<file path="src/rtl/munoc_quiesce_controller_pkg.sv">
// Shared types, state encodings and parameter defaults for the uNoC quiesce controller.
package munoc_quiesce_controller_pkg;

  localparam int unsigned DEF_MAX_OUTSTANDING = 16;
  localparam int unsigned DEF_TIMEOUT_CYCLES  = 1024;

  // Encodings are fixed so that debug views and the gate-side decode agree.
  typedef enum logic [1:0] {
    ST_RUN      = 2'd0,
    ST_PEND     = 2'd1,
    ST_DRAIN    = 2'd2,
    ST_QUIESCED = 2'd3
  } qstate_e;

  function automatic int unsigned cnt_width(input int unsigned max_out);
    return $clog2(max_out + 1);
  endfunction

endpackage

</file>
<file path="src/rtl/munoc_quiesce_controller_if.sv">
// Observed request/response handshake of one gated uNoC link.
interface munoc_quiesce_controller_if;

  logic req_valid_obs;
  logic req_ready_obs;
  logic rsp_valid_obs;
  logic rsp_ready_obs;
  logic rsp_last_obs;

  modport master (
    output req_valid_obs,
    output req_ready_obs,
    output rsp_valid_obs,
    output rsp_ready_obs,
    output rsp_last_obs
  );

  modport slave (
    input req_valid_obs,
    input req_ready_obs,
    input rsp_valid_obs,
    input rsp_ready_obs,
    input rsp_last_obs
  );

endinterface

</file>
<file path="src/rtl/munoc_outstanding_counter.sv">
// Saturating in-flight transaction counter with sticky overflow/underflow flags.
module munoc_outstanding_counter
  import munoc_quiesce_controller_pkg::*;
#(
  parameter int unsigned MAX_OUTSTANDING = DEF_MAX_OUTSTANDING,
  parameter int unsigned CNT_W           = cnt_width(MAX_OUTSTANDING)
) (
  input  logic             clk,
  input  logic             rstnn,
  input  logic             inc_i,
  input  logic             dec_i,
  input  logic             err_clear_i,
  output logic [CNT_W-1:0] count_o,
  output logic [CNT_W-1:0] count_next_c,
  output logic             overflow_err_o,
  output logic             underflow_err_o
);

  localparam logic [CNT_W-1:0] CNT_MAX = CNT_W'(MAX_OUTSTANDING);

  logic [CNT_W-1:0] count_q, count_d;
  logic             ovf_q, ovf_d;
  logic             unf_q, unf_d;
  logic             ovf_ev, unf_ev;

  // Simultaneous inc and dec cancel; saturation holds the count and flags the event.
  always_comb begin
    count_d = count_q;
    ovf_ev  = 1'b0;
    unf_ev  = 1'b0;
    if (inc_i && !dec_i) begin
      if (count_q == CNT_MAX) ovf_ev = 1'b1;
      else                    count_d = count_q + CNT_W'(1);
    end else if (dec_i && !inc_i) begin
      if (count_q == '0) unf_ev = 1'b1;
      else               count_d = count_q - CNT_W'(1);
    end
    // A fresh event outranks a clear in the same cycle.
    ovf_d = ovf_ev | (ovf_q & ~err_clear_i);
    unf_d = unf_ev | (unf_q & ~err_clear_i);
  end

  always_ff @(posedge clk or negedge rstnn) begin
    if (!rstnn) begin
      count_q <= '0;
      ovf_q   <= 1'b0;
      unf_q   <= 1'b0;
    end else begin
      count_q <= count_d;
      ovf_q   <= ovf_d;
      unf_q   <= unf_d;
    end
  end

  assign count_o         = count_q;
  assign count_next_c    = count_d;
  assign overflow_err_o  = ovf_q;
  assign underflow_err_o = unf_q;

endmodule

</file>
<file path="src/rtl/munoc_quiesce_controller.sv">
// Blocks a uNoC channel at a handshake boundary and acknowledges once all
// outstanding responses have returned; includes a drain watchdog.
module munoc_quiesce_controller
  import munoc_quiesce_controller_pkg::*;
#(
  parameter int unsigned MAX_OUTSTANDING = DEF_MAX_OUTSTANDING,
  parameter int unsigned TIMEOUT_CYCLES  = DEF_TIMEOUT_CYCLES,
  localparam int unsigned CNT_W          = cnt_width(MAX_OUTSTANDING)
) (
  input  logic                             clk,
  input  logic                             rstnn,
  input  logic                             quiesce_req,
  output logic                             quiesce_ack,
  output logic                             block,
  munoc_quiesce_controller_if.slave        obs_if,
  input  logic                             err_clear,
  output logic [CNT_W-1:0]                 outstanding,
  output logic                             overflow_err,
  output logic                             underflow_err,
  output logic                             timeout_err
);

  localparam int unsigned   WD_W    = (TIMEOUT_CYCLES > 0) ? $clog2(TIMEOUT_CYCLES + 1) : 1;
  localparam bit            WD_EN   = (TIMEOUT_CYCLES != 0);
  localparam logic [WD_W-1:0] WD_MAX  = WD_W'(TIMEOUT_CYCLES);
  localparam logic [WD_W-1:0] WD_LAST = WD_W'(TIMEOUT_CYCLES) - WD_W'(1);

  qstate_e          state_q, state_d;
  logic             block_q, block_d;
  logic             ack_q, ack_d;
  logic [WD_W-1:0]  wdog_q, wdog_d;
  logic             timeout_q, timeout_d;
  logic             to_ev;
  logic             wd_active;
  logic             inc, dec;
  logic [CNT_W-1:0] cnt_q, cnt_next;

  assign inc = obs_if.req_valid_obs & obs_if.req_ready_obs;
  assign dec = obs_if.rsp_valid_obs & obs_if.rsp_ready_obs & obs_if.rsp_last_obs;

  munoc_outstanding_counter #(
    .MAX_OUTSTANDING (MAX_OUTSTANDING),
    .CNT_W           (CNT_W)
  ) u_counter (
    .clk             (clk),
    .rstnn           (rstnn),
    .inc_i           (inc),
    .dec_i           (dec),
    .err_clear_i     (err_clear),
    .count_o         (cnt_q),
    .count_next_c    (cnt_next),
    .overflow_err_o  (overflow_err),
    .underflow_err_o (underflow_err)
  );

  // Next-state and registered-output decode; dropping quiesce_req always wins.
  always_comb begin
    state_d = state_q;
    unique case (state_q)
      ST_RUN: begin
        if (quiesce_req) state_d = ST_PEND;
      end
      ST_PEND: begin
        if (!quiesce_req)                           state_d = ST_RUN;
        else if (!obs_if.req_valid_obs || inc)      state_d = ST_DRAIN;
      end
      ST_DRAIN: begin
        if (!quiesce_req)         state_d = ST_RUN;
        else if (cnt_next == '0)  state_d = ST_QUIESCED;
      end
      ST_QUIESCED: begin
        if (!quiesce_req) state_d = ST_RUN;
      end
      default: state_d = ST_RUN;
    endcase
    block_d = (state_d == ST_DRAIN) || (state_d == ST_QUIESCED);
    ack_d   = (state_d == ST_QUIESCED);
  end

  // Watchdog restarts on PEND entry and saturates once it has fired.
  always_comb begin
    wd_active = (state_q == ST_PEND) || (state_q == ST_DRAIN);
    wdog_d    = wdog_q;
    to_ev     = 1'b0;
    if ((state_d == ST_PEND) && (state_q != ST_PEND)) begin
      wdog_d = '0;
    end else if (WD_EN && wd_active && (wdog_q != WD_MAX)) begin
      wdog_d = wdog_q + WD_W'(1);
      to_ev  = (wdog_q == WD_LAST);
    end
    timeout_d = to_ev | (timeout_q & ~err_clear);
  end

  always_ff @(posedge clk or negedge rstnn) begin
    if (!rstnn) begin
      state_q   <= ST_RUN;
      block_q   <= 1'b0;
      ack_q     <= 1'b0;
      wdog_q    <= '0;
      timeout_q <= 1'b0;
    end else begin
      state_q   <= state_d;
      block_q   <= block_d;
      ack_q     <= ack_d;
      wdog_q    <= wdog_d;
      timeout_q <= timeout_d;
    end
  end

  assign block       = block_q;
  assign quiesce_ack = ack_q;
  assign outstanding = cnt_q;
  assign timeout_err = timeout_q;

endmodule

</file>
<file path="src/flat_wrapper.sv">
// flat-port wrapper written by rule: the top's interface ports become plain ports
module munoc_quiesce_controller_flat import munoc_quiesce_controller_pkg::*;
#(
  parameter int unsigned MAX_OUTSTANDING = DEF_MAX_OUTSTANDING,
  parameter int unsigned TIMEOUT_CYCLES  = DEF_TIMEOUT_CYCLES,
  localparam int unsigned CNT_W          = cnt_width(MAX_OUTSTANDING)
)
  (clk, rstnn, quiesce_req, quiesce_ack, block, err_clear, outstanding, overflow_err, underflow_err, timeout_err, obs_if_req_valid_obs, obs_if_req_ready_obs, obs_if_rsp_valid_obs, obs_if_rsp_ready_obs, obs_if_rsp_last_obs);
  munoc_quiesce_controller_if obs_if_i ();
  input  logic clk;
  input  logic rstnn;
  input  logic quiesce_req;
  output logic quiesce_ack;
  output logic block;
  input  logic err_clear;
  output logic [CNT_W-1:0] outstanding;
  output logic overflow_err;
  output logic underflow_err;
  output logic timeout_err;
  input wire logic [$bits(obs_if_i.req_valid_obs)-1:0] obs_if_req_valid_obs;
  input wire logic [$bits(obs_if_i.req_ready_obs)-1:0] obs_if_req_ready_obs;
  input wire logic [$bits(obs_if_i.rsp_valid_obs)-1:0] obs_if_rsp_valid_obs;
  input wire logic [$bits(obs_if_i.rsp_ready_obs)-1:0] obs_if_rsp_ready_obs;
  input wire logic [$bits(obs_if_i.rsp_last_obs)-1:0] obs_if_rsp_last_obs;
  assign obs_if_i.req_valid_obs = obs_if_req_valid_obs;
  assign obs_if_i.req_ready_obs = obs_if_req_ready_obs;
  assign obs_if_i.rsp_valid_obs = obs_if_rsp_valid_obs;
  assign obs_if_i.rsp_ready_obs = obs_if_rsp_ready_obs;
  assign obs_if_i.rsp_last_obs = obs_if_rsp_last_obs;
  munoc_quiesce_controller #(.MAX_OUTSTANDING(MAX_OUTSTANDING), .TIMEOUT_CYCLES(TIMEOUT_CYCLES)) u_core (.clk(clk), .rstnn(rstnn), .quiesce_req(quiesce_req), .quiesce_ack(quiesce_ack), .block(block), .obs_if(obs_if_i), .err_clear(err_clear), .outstanding(outstanding), .overflow_err(overflow_err), .underflow_err(underflow_err), .timeout_err(timeout_err));
endmodule
</file>
<file path="config.mk">
export PLATFORM = sky130hd
export DESIGN_NAME = munoc_quiesce_controller_flat
export DESIGN_NICKNAME = d
export VERILOG_FILES = /design/src/rtl/munoc_quiesce_controller_pkg.sv /design/src/rtl/munoc_quiesce_controller_if.sv /design/src/rtl/munoc_outstanding_counter.sv /design/src/rtl/munoc_quiesce_controller.sv /design/src/flat_wrapper.sv
export SDC_FILE = /design/constraint.sdc
export NUM_CORES = 1
export LEC_CHECK = 0
export ABC_AREA = 1
export CAP_MARGIN = 25
export CORE_MARGIN = 4
export CORE_UTILIZATION = 35
export CTS_BUF_LIST = sky130_fd_sc_hd__clkbuf_16
export CTS_CLUSTER_SIZE = 25
export DETAILED_ROUTE_END_ITERATION = 6
export DONT_BUFFER_PORTS = 1
export PLACE_DENSITY = 0.6
export SYNTH_ARGS = -nofsm -noshare
export SYNTH_HDL_FRONTEND = slang
export SYNTH_HIERARCHICAL = 1
export SYNTH_SLANG_ARGS = --single-unit
</file>
<file path="constraint.sdc">
create_clock -name clk -period 2.67 [get_ports clk]
set_input_delay 0.4005 -clock clk [delete_from_list [all_inputs] [get_ports clk]]
set_output_delay 0.4005 -clock clk [all_outputs]
set_load 0.02 [all_outputs]
</file>
; After elaboration in Yosys (flattened, before gate mapping)
; Index checks and enable logic that the tools add are counted.
[totals]
register_bits = 23
out_inout_bits = 10
input_bits = 9
[classes]
bitwise = 10
muxes = 20
reduce_logical = 14
eq_ne = 10
n_addsub = 3
[ops]
columns = cell, count
row1 = $mux 11, 2
row2 = $mux 5, 4
row3 = $mux 2, 6
row4 = $add 11x1->11 const B, 1
row5 = $eq 11x10->1 const B, 1
row6 = $ne 11x11->1 const B, 1
row7 = $logic_not 5->1, 2
row8 = $eq 2x2->1 const B, 4
row9 = $pmux 2 s4, 1
row10 = $mux 1, 7
row11 = $and 1x1->1, 6
row12 = $add 5x1->5 const B, 1
row13 = $eq 5x5->1 const B, 1
row14 = $sub 5x1->5 const B, 1
row15 = $eq 2x1->1 const B, 2
row16 = $logic_and 1x1->1, 4
row17 = $logic_not 1->1, 3
row18 = $logic_or 1x1->1, 3
row19 = $or 1x1->1, 3
row20 = $logic_not 2->1, 1
row21 = $ne 2x1->1 const B, 1
row22 = $reduce_bool 2->1, 1
row23 = $not 1->1, 1

; Logic depth before layout (Yosys ltp)
; Gate-level depths: netlist of run 1.
[depth]
word_depth = 13
mapped_depth = 17
ltp_nobuf = 17

; Hierarchy
; Netlist of run 1, hierarchy kept.
[modules_own_cells]
columns = mod, cells_per_inst, area_each_um2, instances
row1 = munoc_quiesce_controller, 141, 1022.2, 1
row2 = munoc_outstanding_counter, 62, 485.5, 1

; Worst setup path before layout of run 1
; OpenSTA, ideal clock, no wires.
[synth_path]
path_type = register -> register
start = register u_core.u_counter.count_q[0] (netlist: u_core/u_counter/count_o[0])
end = register u_core.timeout_q (netlist: u_core/timeout_err)
period_less_slack_ps = 2000
t_arrival_ps = 1880
path_slack_ps = 670
setup_ps = 121
stages_incl_launch_ff = 17
cell_sequence = dfrtp_1 > inv_1 > ha_1 > nand3_4 > nand2_4 > nand2_1 > nand2_1 > nand2_1 > inv_1 > nor2_1 > nand3_1 > nand2_1 > nand2_1 > nand2_2 > inv_1 > nor2_4 > o21ai_1
[synth_between]
elab_chain_cells = 12
[synth_lines]
columns = item, line
row1 = "start, declared", munoc_outstanding_counter.sv:21  ; logic [CNT_W-1:0] count_q, count_d;
row2 = "start signal, assigned", munoc_outstanding_counter.sv:49  ; count_q <= count_d;
row3 = $sub 5x1->5 or $logic_not 5->1 (tied branches), "munoc_outstanding_counter.sv:36, munoc_outstanding_counter.sv:35"
row4 = $mux 5, munoc_outstanding_counter.sv:35  ; if (count_q == '0) unf_ev = 1'b1;
row5 = $mux 5, munoc_outstanding_counter.sv:34  ; end else if (dec_i && !inc_i) begin
row6 = $mux 5 (*), munoc_outstanding_counter.sv:31  ; if (inc_i && !dec_i) begin
row7 = via u_core.cnt_next[0], munoc_quiesce_controller.sv:36  ; logic [CNT_W-1:0] cnt_q, cnt_next;
row8 = $logic_not 5->1 (*), munoc_quiesce_controller.sv:69  ; else if (cnt_next == '0) state_d = ST_QUIESCED;
row9 = $mux 2 (*), munoc_quiesce_controller.sv:69
row10 = $mux 2 (*), munoc_quiesce_controller.sv:68  ; if (!quiesce_req) state_d = ST_RUN;
row11 = $pmux 2 s4 (*), munoc_quiesce_controller.sv:59  ; unique case (state_q)
row12 = via u_core.state_d[0], munoc_quiesce_controller.sv:28  ; qstate_e state_q, state_d;
row13 = $eq 2x1->1 (*), munoc_quiesce_controller.sv:85  ; if ((state_d == ST_PEND) && (state_q != ST_PEND)) begin
row14 = $logic_and 1x1->1 (*), munoc_quiesce_controller.sv:85
row15 = $mux 1 (*), munoc_quiesce_controller.sv:85
row16 = $or 1x1->1 (*), munoc_quiesce_controller.sv:91  ; timeout_d = to_ev | (timeout_q & ~err_clear);
row17 = via u_core.timeout_d, munoc_quiesce_controller.sv:32  ; logic timeout_q, timeout_d;
row18 = "end signal, assigned", munoc_quiesce_controller.sv:106  ; timeout_q <= timeout_d;
row19 = "end, declared", munoc_quiesce_controller.sv:32
; The timed path passes the listed nets; every way through them passes the cells marked *.
; A chain may end at the register's enable or synchronous reset.

; Final worst setup path of run 1
[layout_path]
start = register u_core.u_counter.count_q[0] (netlist: u_core/u_counter/count_o[0])
end = register u_core.timeout_q (netlist: u_core/timeout_err)
[layout_between]
elab_chain_cells = 12
[layout_lines]
columns = item, line
row1 = $sub 5x1->5 or $logic_not 5->1 (tied branches), "munoc_outstanding_counter.sv:36, munoc_outstanding_counter.sv:35"
row2 = $mux 5, munoc_outstanding_counter.sv:35
row3 = $mux 5, munoc_outstanding_counter.sv:34
row4 = $mux 5 (*), munoc_outstanding_counter.sv:31
row5 = via u_core.cnt_next[3], munoc_quiesce_controller.sv:36
row6 = $logic_not 5->1 (*), munoc_quiesce_controller.sv:69
row7 = $mux 2 (*), munoc_quiesce_controller.sv:69
row8 = $mux 2 (*), munoc_quiesce_controller.sv:68
row9 = $pmux 2 s4 (*), munoc_quiesce_controller.sv:59
row10 = $eq 2x1->1 (*), munoc_quiesce_controller.sv:85
row11 = $logic_and 1x1->1 (*), munoc_quiesce_controller.sv:85
row12 = $mux 1 (*), munoc_quiesce_controller.sv:85
row13 = $or 1x1->1 (*), munoc_quiesce_controller.sv:91
row14 = via u_core.timeout_d, munoc_quiesce_controller.sv:32
; Marks and branches as above.

==> results of run 1 <==
-- worst reg2reg max path, stage by stage, from the launching register on --
cell     delay [ns]
dfrtp_1        0.55
inv_1          0.12
ha_1           0.31
nand4_1        0.19
nand2_1        0.07
o21ai_1        0.20
nor2_1         0.09
nand3_1        0.10
nand2_1        0.06
nand3_1        0.18
nand2_1        0.13
nor2_4         0.17
o21ai_1        0.08
-- cells by family after synthesis --
logic type | after synthesis
buffers and inverters | 32
and+or+nand+nor | 120
adders and majority gates | 8
DFF | 22
AOI/OAI and AO/OA | 18
xor gates and xnor gates | 3
-- layer usage --
metal / up-vias / part of all wire, % / GRT usage [%] / routed length, um
li1: 657 / - / - / -
met3: 5 / 5.8 / 2.326 / 180
met5: - / 0 / 0 / 0
met1: 576 / 48 / 16.85 / 1469
met2: 31 / 45 / 19.19 / 1377
met4: 0 / 2.0 / 5.433 / 61
-- power by group --
group,switching [W],internal (W)
Sequential,0.000165,0.000406
Clock,0.000120,0.000200
Combinational,0.000425,0.000222
Total,0.000710,0.000828
-- cell usage in the layout, fill, tap and decap left out, types with 3 or more instances in the layout --
cell,n
o21ai_1,6
dfrtp_1,22
inv_1,30
nand3_1,18
nand4_1,7
ha_1,8
clkbuf_16,3
o21bai_1,3
nand2_1,51
nor2_4,3
nor2_1,24
o21ai_0,6
nand2_2,4
-- stage by stage --
stage,instances,setup WS [ns],power (W),instance area (sq um)
6_report,259,0.3211,0.001537,1687
5_1_grt,259,0.1226,0.001678,1687
4_1_cts,258,0.3142,0.001551,1659
3_5_place_dp,253,0.3261,0.001215,1570
3_3_place_gp,253,0.3518,0.001212,1570
2_1_floorplan,203,0.6695,0.001076,1508
-- layout make-up --
type                    instances  area, sq um
fillers                       418         2400
multi-input cells             149        834.6
flip-flops and latches         22        550.5
inverters                      32        122.6
clock buffers                   3        75.07
well taps                      50        62.56
repair buffers                  2        37.54
clock inverters                 1        3.754
-- sequential cells by signal (all words and copies together) (netlist names) --
register	cells
u_core/quiesce_ack	1
u_core/u_counter/count_o	5
u_core/wdog_q	11
u_core/block	1
u_core/u_counter/underflow_err_o	1
u_core/u_counter/overflow_err_o	1
u_core/timeout_err	1
u_core/state_q	1
-- repair_timing --
item | CTS | global route
endpoints found under the hold margin | 22 | 0
setup buffers | 0 | 0
setup endpoints to repair | 0 | 0
hold buffers | 1 | 0
-- final timing paths --
| path | startpoint | end | depth (start not counted) |
|---|---|---|---|
| max in group asynchronous | rstnn | u_core/wdog_q[5] | 2 |
| min in group asynchronous | rstnn | u_core/wdog_q[1] | 1 |
| setup reg to reg | u_core/u_counter/count_o[0] | u_core/timeout_err | 12 |
| setup / recovery | u_core/u_counter/count_o[0] | u_core/timeout_err | 12 |
| hold reg to reg | u_core/wdog_q[9] | u_core/wdog_q[9] | 2 |
| hold / removal | err_clear | u_core/u_counter/overflow_err_o | 1 |
==> results.yml, run 1 <==
synthesis:
  synth.distinct_cells: 26
  synthAdderAreaFrac_pct: 6.639
  yosysWarnings: 6
  yosysTopAreaCell: "dfrtp_1"
  synthTopCellsByCount: "nand2_1, inv_1, nor2_1"
  synthArstFlopShare_pct: 100.0
  synth_top_family_by_area: "simple AND/OR/NAND/NOR gates"
  synth_seq_cells: 22
  syn_nets: 220
  synth_compound_area_share_pct: 6.556
  synth-simple-area-share_pct: 40.41
  syn_area_per_cell_sq_um: 7.427
  synth_ff_type: "dfrtp_1"
  synth_xor_area_share_pct: 1.743
  seq_area_frac_synth_pct: 36.51
  synth.top_cell.area_share_pct: 36.51
  synth_edf_count: 0
  synthMuxAreaShare_pct: 0
  synth_area_leaders: "dfrtp_1, nand2_1, inv_1"
  syn_inst: 203
  yosys.cell_count.top_type: "nand2_1"
  synth_area_sq_mm: 0.001508
critical_path:
  cp.buffers_inverters: 1
  endpoint_kind: "flop"
  crit_chain: "inv_1 -> ha_1 -> nand4_1 -> nand2_1 -> o21ai_1 -> nor2_1 -> nand3_1 -> nand2_1 -> nand3_1 -> nand2_1 -> nor2_4 -> o21ai_1"
  critPathMaxFanout: 6
  cp_common_cell: "nand2_1"
  worstPathRequired_ns: 2.81
  worstSetupPathType: "flop to flop"
  slowest_delay_ns: 0.55
  reg2reg_setup_slack_ns: 0.32
  cp_top_family: "simple AND/OR/NAND/NOR gates"
  cp_data_arrival_time_ns: 2.49
  cp-start-kind: "flop"
  slowest_stage: "dfrtp_1"
grt:
  grt_usage_pct: 12.44
  grt_first_pass_wirelength_um: 5299
  gr-total-overflow: 0
  grt_max_degree: 23
  first_global_vias: 1142
  antenna_found_initial: 0
timing:
  holdWs_ns: 0.2378
  relSlewSlack_pct: 71.87
  skew_ns: 0.001379
  setup_viol: 0
  fin_crit_sh_pct: 87.98
  period_needed_ns: 2.349
  rsz0062_at_grt: "no"
  final.setup.tns_ns: 0
  final_max_slew_viol_count: 0
  fmax_ghz: 0.4257
  max_slew.worst_pin.slew_ns: 0.4219
  hold_violations: 0
cells_and_area:
  drive_above_1_share_pct: 11.00
  fin_util_pct: 41.27
  antenna-diode-count: 0
  final_nets: 227
  syn_to_final_growth_pct: 11.87
floorplanning:
  design.portCount: 19
  start_util_pct: 36.90
  rows: 23
  core_sq_mm: 0.004086
  die-area_sq_mm: 0.005422
  die_x_um: 73.64
  die_h_um: 73.64
detailed_routing:
  dr_total_vias: 1269
  dr.pass1.iters: 4
  ant_nets: 0
  drtIter0Drc: 65
  vias_per_cell: 4.900
  drc: 0
  wl_per_cell_um: 11.92
  wirelength_um: 3088
power:
  power_leakage_nw: 0.8603
  power.density_mw_per_mm2: 911.5
  ir_worst_vdd_v: 0.0002906
clocking:
  root_buffer: "clkbuf_16"
  ctsResizeCount: 0
  path_clk_slew_ns: 0.06
  cts_tree: "built"
  cts_sinks: 22
  cts_buffers: 3
  clkLatencyLatePin_ns: 0.25
  h-tree-depth: 1
  clockBufferDepth: 2
placed_design:
  portBuffers: 0
  dp_hpwl_um: 2333
  place.gp.congestion: 0.8301
job:
  cap_violations: 0
outcome:
  status: "complete, no violations"
hold_path:
  hold_class: "input port to flop"
No activity file was read; power rests on OpenSTA's default activity.
==> inputs of run 2 (changes only) <==
- PLACE_DENSITY: 0.6 -> not set
==> results of run 2 <==
The final DEF is identical to that of run 1; final timing and power are the same.
